[src/rtl/shift_cmd_fifo.sv]
// Command FIFO feeding the logical-right barrel shifter: stores {data, shift}
// pairs and presents the oldest one first-word-fall-through.
module shift_cmd_fifo #(
    parameter int N     = 8,
    parameter int SW    = 3,
    parameter int DEPTH = 4
) (
    input  logic                     clk,
    input  logic                     rst,
    input  logic                     flush,
    input  logic                     in_valid,
    output logic                     in_ready,
    input  logic [N-1:0]             in_data,
    input  logic [SW-1:0]            in_shift,
    output logic                     out_valid,
    input  logic                     out_ready,
    output logic [N-1:0]             out_data,
    output logic [SW-1:0]            out_shift,
    output logic [$clog2(DEPTH):0]   count,
    output logic                     full,
    output logic                     empty
);

    localparam int AW = $clog2(DEPTH);
    localparam int CW = AW + 1;

    logic [N+SW-1:0] mem [DEPTH];
    logic [AW-1:0]   wr_ptr;
    logic [AW-1:0]   rd_ptr;
    logic [N+SW-1:0] head;
    logic            push;
    logic            pop;

    assign empty     = (count == '0);
    assign full      = (count == CW'(DEPTH));
    // Ready depends on occupancy only, so a pop never frees a slot in the same cycle.
    assign in_ready  = !full;
    assign out_valid = !empty;

    assign push = in_valid && in_ready && !flush;
    assign pop  = out_valid && out_ready && !flush;

    assign head      = mem[rd_ptr];
    assign out_data  = empty ? '0 : head[N+SW-1:SW];
    assign out_shift = empty ? '0 : head[SW-1:0];

    // Storage is deliberately left out of reset; pointers alone define validity.
    always_ff @(posedge clk) begin
        if (push && !rst) begin
            mem[wr_ptr] <= {in_data, in_shift};
        end
    end

    always_ff @(posedge clk) begin
        if (rst || flush) begin
            wr_ptr <= '0;
            rd_ptr <= '0;
            count  <= '0;
        end else begin
            if (push) begin
                wr_ptr <= wr_ptr + AW'(1);
            end
            if (pop) begin
                rd_ptr <= rd_ptr + AW'(1);
            end
            if (push && !pop) begin
                count <= count + CW'(1);
            end else if (pop && !push) begin
                count <= count - CW'(1);
            end
        end
    end

endmodule

[config.mk]
export PLATFORM = sky130hd
export DESIGN_NAME = shift_cmd_fifo
export DESIGN_NICKNAME = d
export VERILOG_FILES = /design/src/rtl/shift_cmd_fifo.sv
export SDC_FILE = /design/constraint.sdc
export NUM_CORES = 1
export LEC_CHECK = 0
export CAP_MARGIN = 20
export CORE_UTILIZATION = 56
export CTS_CLUSTER_SIZE = 24
export DETAILED_ROUTE_END_ITERATION = 16
export GPL_ROUTABILITY_DRIVEN = 0
export HOLD_SLACK_MARGIN = 0.06
export MAX_ROUTING_LAYER = met4
export PLACE_DENSITY = 0.83
export SETUP_SLACK_MARGIN = 0.05
export SLEW_MARGIN = 40
export SYNTH_ARGS = -nofsm -noshare
export SYNTH_HDL_FRONTEND = slang
export SYNTH_SLANG_ARGS = --single-unit
[constraint.sdc]
create_clock -name clk -period 4.7 [get_ports clk]
set_clock_uncertainty 0.05 [all_clocks]
set_input_delay 1.175 -clock clk [delete_from_list [all_inputs] [get_ports clk]]
set_output_delay 1.175 -clock clk [all_outputs]
set_load 0.05 [all_outputs]
==> impl_results.md <==
* Critical Path Max Stage Delay at 0.78 ns
* Synth area leaders: edfxtp_1 61%, mux4_2 12%, dfxtp_1 8.4%
* CP Cell Sequence: mux4_2 > nor2b_1 > clkdlybuf4s50_1
* CTS tree: yes
* Postcts setup bufs at 0
* Sequential fraction of the synthesis area at 69.8%
* Clk buf depth at 2
* Area grow syn2layout at 20.9%
* Max-Cap Viols at 0
* Grt ovf at 0
* IO Count at 34
* Post-synth cell types at 28
* Top cell type's share of synthesized area at 61.4%
* YS warnings at 0
* CTS HTree Levels at 2
* I/O Buffers at 33
* Mapped Area at 2150 um2
* Layout cells sized above 1 at 13.8%
* Root buffer cell: clkbuf_8
* R2r startpoint: count[0]
* Fillers at 240
* Average size of a mapped cell at 17.5 um2
* Final worst slack at 0.974 ns
* Critical setup path kind: reg2out
* Yosys reg bits at 53
* Setup-failing EPs final at 0
* Status: completed
* Ys flop type: edfxtp_1
* CORE AREA at 3660 um2
* Cts repair resizes at 0
* R2r worst-path depth at 9
* Final Hold Fails at 0
* Setup crit start kind: flop
* Initial Utilization at 58.8%
* WHS at 0.459 ns
* Reg2reg setup slack at 2.22 ns
* Most instantiated library cell after synthesis: edfxtp_1
* Routed Antenna Nets at 0
* Clock-pin slew on the worst setup and hold paths at 0.08 ns
* Post-synth EDFFs at 44
* Max Clk Rate at 0.268 GHz
* Tcrit/Tclk final at 79.3%
* Commonest cells post-synth: 44 x edfxtp_1, 12 x nor2b_1, 11 x mux4_2
* Post-CTS Hold Fix Bufs at 0
* CP required at 3.47 ns
* CTS sink cnt at 53
* Critical Path Sink: out_data[4]
* CTS buffer count at 5
* Number of global-route vias before repair at 1137
* Pin count of the biggest net entering global routing at 16
* First-pass GRT wire length at 5430 um
* DR iter-0 viols at 31
* Dpl cells at 200
* Wire per inst at 16.0 um
* Worst-margin pin slew at 0.697 ns
* Remaining DRCs at 0
* CP Data Arrival Time at 2.50 ns
* Routed Wire Length at 3330 um
* Post-DP HPWL at 2320 um
* RSZ-0062 raised after global routing: false
* Vias at 1122
* Syn_nets at 145
* Die Wd at 64.0 um
* Std cell rows at 22
* Die Span Y at 64.0 um
* Worst slack, placed at 1.22 ns
* Peak VDD IR at 0.242 mV
* Max_slew headroom at 53.5%
* Nets@finish at 181
* Total track usage at 19.3%
* Antenna Cells at 0
* Crit path time final at 3.73 ns
* Non-filler cells, final at 208
* Ys async rst share at 0%
* Setup TNS at 0 ns
* Worst setup EP type: output port
* Hold crit path type: reg2reg
* Drt via density at 5.39
* DRT Pass-1 Iters at 4
* Worst-Skew Late Latency at 0.30 ns
* Pwr/cell area at 339 nW/um2
* Mapped Cells at 123
* Initial antenna violation count at 0
* Yosys top cell by area: edfxtp_1
* Total die area at 4090 um2
* Slew Viols, Final at 0
* FF-to-FF End: count[2]
* CP max-delay cell: dfxtp_1
* Max FO, Critical Path at 11
* Leakage at 0.000867 uW
[cell type report]
type	instances	area, um2	share of cell area (%)
Clock buffer	7	76.3	2.93
Clock inverter	1	7.51	0.288
Inverter	5	18.8	0.721
Multi-Input combinational cell	60	601	23.1
Sequential cell	53	1500	57.7
Tap cell	48	60.1	2.31
Timing Repair Buffer	34	338	13.0
[worst min path at each step]
stage	startpoint	endpoint	depth (start not counted)
final	rd_ptr[1]	flop	2
after detailed placement	rd_ptr[1]	flop	2
after CTS	rd_ptr[1]	flop	2
after global routing	rd_ptr[1]	flop	2
after floorplan	rd_ptr[1]	flop	2
after global placement	rd_ptr[1]	rd_ptr[1]	2
[stage by stage]
step                      area [um2]  util (%)  total power [uW]
final                           2600      71.1               881
after global routing            2600      71.1               912
after CTS                       2600      71.1               887
after detailed placement        2520      68.8               651
after global placement          2520      68.8               649
after floorplan                 2150         -               605
[cells by family (layout without fill, tap and decap cells)]
logic type,Yosys count,in the layout,share of synthesized area (%)
flops,53,53,69.8
xor+xnor,3,3,1.22
compound gates,8,8,2.44
buf+inv,10,47,2.33
mux,12,12,12.0
simple gates,31,31,8.43
fa+ha+maj,6,6,3.84
[metal layers]
layer / track usage, % / vias up / wire length [um]
met5: - / - / 0
met3: 5.54 / 5 / 127
met2: 31.8 / 26 / 1700
li1: - / 535 / -
met4: 6.82 / 0 / 48
met1: 22.8 / 556 / 1450
[flip-flops by register name, summed over array words and instances (netlist names), named ones only]
name	count
mem	44
count	3
rd_ptr	2
wr_ptr	2
[placed cells by master (no fill, tap or decap), types with 4 or more instances in the layout]
cell / instances
ha_1: 5
edfxtp_1: 44
and3_1: 4
clkdlybuf4s50_1: 33
dfxtp_1: 9
mux4_2: 11
clkbuf_8: 5
nor2_1: 5
inv_1: 5
nor2b_1: 12
[report_power, final]
part           switching (uW)  leakage [uW]  total [uW]  internal, uW
Clock                     136     0.0000385         241           106
Sequential               5.54      0.000470         520           514
Combinational            71.8      0.000359         120          48.4
[worst max-delay path, delay by kind of cell, from the launching register on]
family        cells  cell delay [ns]
mux               1             0.58
simple gates      1             0.14
buf+inv           1             0.70
flops             1             0.78
Note: power is estimated with default switching activity, not from simulation.
